`src/rtl/shield_pkg.sv`:
```
// Shared types and default geometry for the tank shield sprite block.
package shield_pkg;

    typedef enum logic [1:0] {
        IDLE,
        ACTIVE,
        EXPIRING
    } shield_state_t;

    localparam int DEF_SPRITE_W        = 32;
    localparam int DEF_SPRITE_H        = 32;
    localparam int DEF_DURATION_FRAMES = 600;
    localparam int DEF_BLINK_FRAMES    = 120;
    localparam int DEF_BLINK_HALF      = 8;
    localparam int DEF_TRANSPARENT_IDX = 0;

    localparam int ROM_AW   = $clog2(DEF_SPRITE_W * DEF_SPRITE_H);
    localparam int SCREEN_W = 640;
    localparam int SCREEN_H = 480;

endpackage

```
`src/rtl/shield_life_fsm.sv`:
```
// Shield lifetime sequencer: activation, per-frame countdown and end-of-life blink.
module shield_life_fsm
    import shield_pkg::*;
#(
    parameter int DURATION_FRAMES = DEF_DURATION_FRAMES,
    parameter int BLINK_FRAMES    = DEF_BLINK_FRAMES,
    parameter int BLINK_HALF      = DEF_BLINK_HALF
) (
    input  logic       Clk,
    input  logic       Reset,
    input  logic       frame_start,
    input  logic       activate,
    output logic       active,
    output logic [9:0] frames_left,
    output logic       vis
);

    localparam int PB = $clog2(BLINK_HALF);

    shield_state_t state, state_n;
    logic [9:0]    fl_n;
    // Only the phase bit is observed, so the counter may wrap freely.
    logic [PB:0]   blink, blink_n;

    always_comb begin
        state_n = state;
        fl_n    = frames_left;
        blink_n = blink;
        if (activate) begin
            state_n = ACTIVE;
            fl_n    = 10'(DURATION_FRAMES);
            blink_n = '0;
        end else if (frame_start) begin
            unique case (state)
                IDLE: begin
                end
                ACTIVE: begin
                    fl_n = (frames_left == '0) ? '0 : frames_left - 10'd1;
                    if (fl_n <= 10'(BLINK_FRAMES)) state_n = EXPIRING;
                end
                EXPIRING: begin
                    if (frames_left <= 10'd1) begin
                        state_n = IDLE;
                        fl_n    = '0;
                        blink_n = '0;
                    end else begin
                        fl_n    = frames_left - 10'd1;
                        blink_n = blink + 1'b1;
                    end
                end
                default: begin
                end
            endcase
        end
    end

    always_ff @(posedge Clk) begin
        if (Reset) begin
            state       <= IDLE;
            frames_left <= '0;
            blink       <= '0;
            active      <= 1'b0;
        end else begin
            state       <= state_n;
            frames_left <= fl_n;
            blink       <= blink_n;
            active      <= (state_n != IDLE);
        end
    end

    assign vis = (state == ACTIVE) || (state == EXPIRING && !blink[PB]);

endmodule

```
`src/rtl/shield_sprite_ctrl.sv`:
```
// Shield power-up sequencing plus the 2-cycle hit-test / sprite ROM / palette pipeline.
module shield_sprite_ctrl
    import shield_pkg::*;
#(
    parameter int SPRITE_W        = DEF_SPRITE_W,
    parameter int SPRITE_H        = DEF_SPRITE_H,
    parameter int DURATION_FRAMES = DEF_DURATION_FRAMES,
    parameter int BLINK_FRAMES    = DEF_BLINK_FRAMES,
    parameter int BLINK_HALF      = DEF_BLINK_HALF,
    parameter int TRANSPARENT_IDX = DEF_TRANSPARENT_IDX
) (
    input  logic                                  Clk,
    input  logic                                  Reset,
    input  logic                                  frame_start,
    input  logic                                  activate,
    input  logic [9:0]                            tank_x,
    input  logic [9:0]                            tank_y,
    input  logic [9:0]                            draw_x,
    input  logic [9:0]                            draw_y,
    input  logic                                  pixel_valid,
    output logic [$clog2(SPRITE_W*SPRITE_H)-1:0] rom_addr,
    input  logic [7:0]                            rom_data,
    output logic [7:0]                            pal_index,
    output logic                                  shield_pixel,
    output logic                                  active,
    output logic [9:0]                            frames_left
);

    localparam int WB = $clog2(SPRITE_W);
    localparam int HB = $clog2(SPRITE_H);

    logic          vis;
    logic [9:0]    bx, by;
    logic [10:0]   x_end, y_end;
    logic [WB-1:0] dx;
    logic [HB-1:0] dy;
    logic          hit, hit_r, hit_d;

    shield_life_fsm #(
        .DURATION_FRAMES (DURATION_FRAMES),
        .BLINK_FRAMES    (BLINK_FRAMES),
        .BLINK_HALF      (BLINK_HALF)
    ) u_life (
        .Clk         (Clk),
        .Reset       (Reset),
        .frame_start (frame_start),
        .activate    (activate),
        .active      (active),
        .frames_left (frames_left),
        .vis         (vis)
    );

    // 11-bit box edges so a box hanging off the screen clips instead of wrapping.
    assign x_end = {1'b0, bx} + 11'(SPRITE_W);
    assign y_end = {1'b0, by} + 11'(SPRITE_H);
    assign dx    = WB'(draw_x - bx);
    assign dy    = HB'(draw_y - by);

    assign hit = pixel_valid && vis
              && (draw_x >= bx) && ({1'b0, draw_x} < x_end)
              && (draw_y >= by) && ({1'b0, draw_y} < y_end);

    always_ff @(posedge Clk) begin
        if (Reset) begin
            bx           <= '0;
            by           <= '0;
            rom_addr     <= '0;
            hit_r        <= 1'b0;
            hit_d        <= 1'b0;
            pal_index    <= '0;
            shield_pixel <= 1'b0;
        end else begin
            if (frame_start) begin
                bx <= tank_x;
                by <= tank_y;
            end
            if (hit) rom_addr <= {dy, dx};
            hit_r        <= hit;
            hit_d        <= hit_r;
            pal_index    <= rom_data;
            shield_pixel <= hit_d && (rom_data != 8'(TRANSPARENT_IDX));
        end
    end

endmodule

```
`config.mk`:
```
export PLATFORM = sky130hd
export DESIGN_NAME = shield_sprite_ctrl
export DESIGN_NICKNAME = d
export VERILOG_FILES = /design/src/rtl/shield_pkg.sv /design/src/rtl/shield_life_fsm.sv /design/src/rtl/shield_sprite_ctrl.sv
export SDC_FILE = /design/constraint.sdc
export NUM_CORES = 1
export LEC_CHECK = 0
export ABC_CLOCK_PERIOD_IN_PS = 5200
export CORE_ASPECT_RATIO = 0.7
export CORE_MARGIN = 1.5
export CORE_UTILIZATION = 55
export DETAILED_ROUTE_END_ITERATION = 12
export PLACE_DENSITY = 0.86
export SLEW_MARGIN = 20
export SYNTH_ARGS = -nofsm -noshare
export SYNTH_HDL_FRONTEND = slang
export SYNTH_HIERARCHICAL = 1
export SYNTH_SLANG_ARGS = --single-unit
```
`constraint.sdc`:
```
create_clock -name Clk -period 5.2 [get_ports Clk]
set_clock_uncertainty 0.2 [all_clocks]
set_input_delay 1.56 -clock Clk [delete_from_list [all_inputs] [get_ports Clk]]
set_output_delay 1.56 -clock Clk [all_outputs]
set_load 0.005 [all_outputs]
```
Word level (Yosys, flattened, before mapping)
Cells that the tools add are included.
Widths: inputs -> output; s select.
Word-level totals
  register bits after elaboration: 58
  input port bits: 53
  output and inout bits: 30
  logic and storage cells: 56
Operators by class
  equality and inequality tests: 2
  add/sub/neg operators: 6
  magnitude comparators: 6
  reductions and logical operators: 19
  muxes and demuxes: 11
Operators by type and width (count)
  $mux 10: 4
  $add 10x6->11 const B: 2
  $lt 10x11->1: 2
  $ge 10x10->1: 2
  $pmux 10 s2: 1
  $le 10x1->1 const B: 1
  $le 10x7->1 const B: 1
  $logic_not 10->1: 1
  $sub 10x1->10 const B: 1
  $sub 5x5->5: 2
  $mux 2: 4
  $reduce_bool 8->1: 1
  $logic_and 1x1->1: 7
  $reduce_and 2->1: 3
  $reduce_bool 2->1: 3
  $add 4x1->4 const B: 1
  $mux 4: 1
  $pmux 2 s2: 1
  $reduce_bool 3->1: 1
  $eq 2x1->1 const B: 1
  $eq 2x2->1 const B: 1
  $reduce_or 2->1: 1
  $logic_not 1->1: 1
  $logic_or 1x1->1: 1

Logic depth before layout (Yosys ltp)
  depth after elaboration: 8
  depth in mapped cells: 11
  mapped depth without buffers: 10

Hierarchy
Netlist, hierarchy kept.
Modules (own cells, without submodules)
  shield_sprite_ctrl: instances 1, cells an instance 266, seq. area each 820.8 um^2, area each 2458.6 um^2
  shield_life_fsm: instances 1, cells an instance 154, seq. area each 340.3 um^2, area each 1189.9 um^2

Worst setup path after synthesis
Ideal clock, no wire load.
  path type: input to register
  start: input draw_x[4]
  end: register rom_addr[3]
  required time: 4.879 ns
  path slack: 1.268 ns
  path buffers: 1
  stages: 8
  library setup time: 0.121 ns
  arrival time: 3.610 ns
  path through: ha_1 > a211o_1 > and3_1 > o31a_1 > or3_1 > buf_6 > nor3_4 > mux2_4
Between the ends
  word-level cells in the longest chain between the ends: 5
  elaborated cells on any way between the ends: 6
  classes of those cells: order compare: 2; reduce/logical: 4
Ends and longest elaborated chain
  start, declared: RTL line shield_sprite_ctrl.sv:18  | input logic [9:0] draw_x,
  $ge 10x10->1: RTL line shield_sprite_ctrl.sv:60  | && (draw_x >= bx) && ({1'b0, draw_x} < x_end)
  $logic_and 1x1->1: RTL line shield_sprite_ctrl.sv:60
  $logic_and 1x1->1 (*): RTL line shield_sprite_ctrl.sv:60
  $logic_and 1x1->1 (*) (2 in a row): RTL line shield_sprite_ctrl.sv:61  | && (draw_y >= by) && ({1'b0, draw_y} < y_end);
  end signal, assigned: RTL line shield_sprite_ctrl.sv:77  | if (hit) rom_addr <= {dy, dx};
  end, declared: RTL line shield_sprite_ctrl.sv:21  | output logic [$clog2(SPRITE_W*SPRITE_H)-1:0] rom_addr,
Mark *: on every way between the ends. The rest lies on a longest branch, timed or not.
A chain may end at the register's enable or synchronous reset.

Final worst setup path
  start: input draw_x[0]
  end: register rom_addr[3]
Between the ends
  word-level cells in the longest chain between the ends: 5
  elaborated cells on any way between the ends: 7
  classes of those cells: add/sub: 1; order compare: 2; reduce/logical: 4
Ends and longest elaborated chain (RTL line)
  $ge 10x10->1: shield_sprite_ctrl.sv:60
  $logic_and 1x1->1 (2 in a row): shield_sprite_ctrl.sv:60
  $logic_and 1x1->1 (2 in a row): shield_sprite_ctrl.sv:61
Parallel ways exist; a longest one is shown, timed or not.

==> metrics.md <==
| Metric | Value |
|---|---|
| Gp weighted congestion | 0.954 |
| Xor/xnor share of the synthesized area | 3.84% |
| Core footprint | 6310 um^2 |
| Post-layout util | 74.7% |
| R2R Path End | rom_addr[3] |
| Vias per inst | 6.08 |
| Fraction of layout cells with a size suffix above 1 | 6.77% |
| Final setup fails | 0 |
| Largest net degree at the start of global routing | 32 |
| Syn avg cell area | 8.69 um^2 |
| Crit path DAT | 4.35 ns |
| Status | finished clean |
| Post-synth top flop | dfxtp_1 |
| Worst-path fanout max | 7 |
| Critical Path RT | 5.24 ns |
| Initial antenna violation count | 0 |
| Cts bufs inserted | 9 |
| Max_slew headroom | 47.4% |
| RR Startpoint | bx[5] |
| # rows | 24 |
| Final worst setup slack | 0.887 ns |
| # IOs | 83 |
| Min Clock Period, post-route | 4.31 ns |
| Drt total wl | 9.46 mm |
| Clock network power share | 38.7% |
| Cell Pwr Density | 263 nW/um^2 |
| Max rail drop VDD | 0.270 mV |
| Hold_sp | hit_d |
| Post-synthesis compound-gate area fraction | 17.6% |
| Synth unique cells | 60 |
| Worst hold path class | reg -> reg |
| Flip-flop and latch count after synthesis | 58 |
| Inserted Diodes | 0 |
| Post-Place Setup Slack | 0.588 ns |
| Via Count | 3527 |
| Post-Place Cell Area | 4480 um^2 |
| Final ANT Viol Nets | 0 |
| Power Internal | 0.873 mW |
| Net Sw Frac | 29.5% |
| R2r setup slk | 2.13 ns |
| Crit. End Element | flop |
| H-tree depth | 3 |
| Die area | 7140 um^2 |
| RSZ-0062 raised after global routing | false |
| Cts repair resizes | 0 |
| R2r worst-path depth | 9 |
| CTS tree | done |
| Mux contribution to synthesized area | 6.17% |
| Vias in the first global route | 3296 |
| Post-Synthesis Cell Area | 3650 um^2 |
| Clk_lat worst skew | 0.35 ns |
| CTS clk-pin slew, worst paths | 0.08 ns |
| Post-DP HPWL | 6.99 mm |
| Hold Path Cell Cnt | 2 |
| Seq/Total Area, Yosys | 31.8% |
| Max-cap violations | 0 |
| Reg power frac | 39.2% |
| Final Hold Fails | 0 |
| Grt ovf | 0 |
| Clk buf depth | 2 |
| Fin crit share | 82.9% |
| Number of synthesis warnings | 6 |
| Die Y | 71.1 um |
| Cts hold-fix bufs | 0 |
| Combinational share of power | 22.1% |
| Number of synthesized flops with an enable pin | 0 |
| Worst slew pin tran | 0.769 ns |
| Die X | 100 um |
| Adder-cell share of the synthesized area | 14.1% |
| CTS root buf | clkbuf_8 |
| Setup CP Type | in -> reg |
| Fillers | 472 |
| Fmax | 232 MHz |
| Hold slack | 0.235 ns |
| # clock sinks | 58 |
| Nets@finish | 590 |
| Max-slew violations | 0 |
| Footprint of the multi-input gates | 2260 um^2 |
| Final TNS setup | 0 ns |
| Port bufs | 82 |
| Sequential cell area | 1160 um^2 |
| DRT iter0 DRCs | 264 |
| Largest family of logic cells by synthesized area | simple AND/OR/NAND/NOR gates |
| Synth Instances | 420 |
| P_leak | 1.85 nW |
| Crit path launch type | input port |
| Finished Cell Area | 4710 um^2 |
| GRT Overall Usage | 27.6% |
| Net switching power | 0.365 mW |
| Hold Path Sink | shield_pixel |
| Initial DRT Pass Iterations | 5 |
| Async set-reset flop share out of synthesis | 0% |
| Detailed-route DRC error count | 0 |
| Initial Utilization | 57.9% |
| Post-Synth Simple-Gate Area | 20.2% |
| Post-Syn Nets | 513 |
| Post-CTS Repair Setup Buffers | 0 |
| Area grow syn2layout | 29.0% |
| Wirelength per Cell | 16.3 um |
| First-pass GRT wire length | 15.6 mm |
-- placed cells by master (no fill, tap or decap), drive strengths merged, types with 4 or more instances in the layout --
| cell | netlist | final |
|---|---|---|
| ha | 38 | 38 |
| buf | 9 | 4 |
| a211oi | 6 | 6 |
| o31ai | 7 | 7 |
| nor2b | 13 | 13 |
| clkdlybuf4s50 | 0 | 81 |
| inv | 33 | 35 |
| nand3 | 12 | 12 |
| or4 | 5 | 5 |
| dfxtp | 58 | 58 |
| a21oi | 34 | 34 |
| clkbuf | 10 | 9 |
| nor2 | 42 | 42 |
| o21ai | 14 | 14 |
| nand2 | 15 | 15 |
| xnor2 | 14 | 14 |
| a31oi | 7 | 7 |
| nor4 | 7 | 7 |
| nor3 | 9 | 9 |
| a21o | 5 | 5 |
| nand4 | 9 | 9 |
| mux2i | 21 | 21 |
| and3 | 5 | 5 |
-- cells by family (layout without fill, tap and decap cells) --
family	after synthesis	count (layout)
AOI/OAI and AO/OA	98	98
xor gates and xnor gates	16	16
DFF	58	58
and+or+nand+nor	134	134
muxes	22	22
buffers and inverters	52	134
adders and majority gates	40	40
-- power by group through the flow --
stage / clock, mW / combinational [mW] / sequential [mW]
after floorplan: 0 / 0.170 / 0.488
after global placement: 0 / 0.256 / 0.493
after detailed placement: 0 / 0.267 / 0.494
after CTS: 0.488 / 0.270 / 0.484
after global routing: 0.507 / 0.300 / 0.488
final: 0.479 / 0.274 / 0.485
-- cells in the mapped netlist (3+ instances only) --
| library cell | count | area [um^2] |
|---|---|---|
| o21a_1 | 3 | 22.5 |
| xnor2_1 | 14 | 123 |
| ha_1 | 38 | 475 |
| buf_6 | 3 | 33.8 |
| dfxtp_1 | 58 | 1160 |
| nand2_1 | 15 | 56.3 |
| o31ai_1 | 7 | 52.6 |
| nor2_1 | 42 | 158 |
| nand3_1 | 12 | 60.1 |
| a21oi_1 | 34 | 170 |
| o31a_1 | 3 | 26.3 |
| inv_1 | 33 | 124 |
| a211oi_1 | 5 | 37.5 |
| nor4_1 | 6 | 37.5 |
| o21ai_0 | 14 | 70.1 |
| o2111a_1 | 3 | 33.8 |
| clkbuf_1 | 10 | 37.5 |
| and3_1 | 3 | 18.8 |
| nand4_1 | 9 | 56.3 |
| or4_1 | 4 | 30.0 |
| mux2i_1 | 21 | 210 |
| a21o_1 | 5 | 37.5 |
| a31oi_1 | 7 | 43.8 |
| buf_2 | 3 | 15.0 |
| nor3_1 | 5 | 25.0 |
| nor2b_1 | 13 | 81.3 |
-- state kept, by name, indices dropped and copies added (netlist names) --
name / cells
u_life/active: 1
shield_pixel: 1
u_life/frames_left: 10
bx: 10
hit_r: 1
rom_addr: 10
hit_d: 1
u_life/state: 2
by: 10
pal_index: 8
u_life/blink: 4
-- worst max-delay path, stage by stage --
cell and delay [ns]:
clkdlybuf4s50_1 0.40, inv_1 0.06, ha_1 0.16, inv_1 0.05, fa_1 0.40, nand3_1 0.16, a311oi_1 0.11, a2111oi_0 0.63
or3_1 0.40, nor3_4 0.10, mux2_4 0.32
-- final cells by class --
cell class | count | share of cell area (%)
multi-input cells | 310 | 48.0
repair buffers | 85 | 17.8
well taps | 78 | 2.07
clock inverters | 7 | 2.15
inverters | 33 | 2.63
clock buffers | 9 | 2.63
flip-flops and latches | 58 | 24.7
-- how the worst max path moves through the flow --
stage	start	slack, ns	endpoint
CTS	draw_x[0]	0.94	rom_addr[3]
detailed placement	draw_x[0]	0.59	rom_addr[3]
floorplan	draw_x[4]	1.27	rom_addr[3]
global placement	draw_x[0]	0.73	rom_addr[3]
global route	draw_x[0]	0.77	rom_addr[3]
finish	draw_x[0]	0.89	rom_addr[3]
-- metal layers --
metal	up-vias	global-route usage [%]	wire [um]
met5	-	0	0
met3	27	7.51	715
met4	0	10.3	198
li1	1668	-	-
met1	1648	37.3	4360
met2	184	42.3	4190
-- stage by stage --
| stage | instances | power (mW) |
|---|---|---|
| CTS | 580 | 1.24 |
| floorplan | 420 | 0.658 |
| detailed placement | 564 | 0.761 |
| finish | 580 | 1.24 |
| global placement | 564 | 0.749 |
| global route | 580 | 1.30 |
No activity file was read; power rests on OpenSTA's default activity.
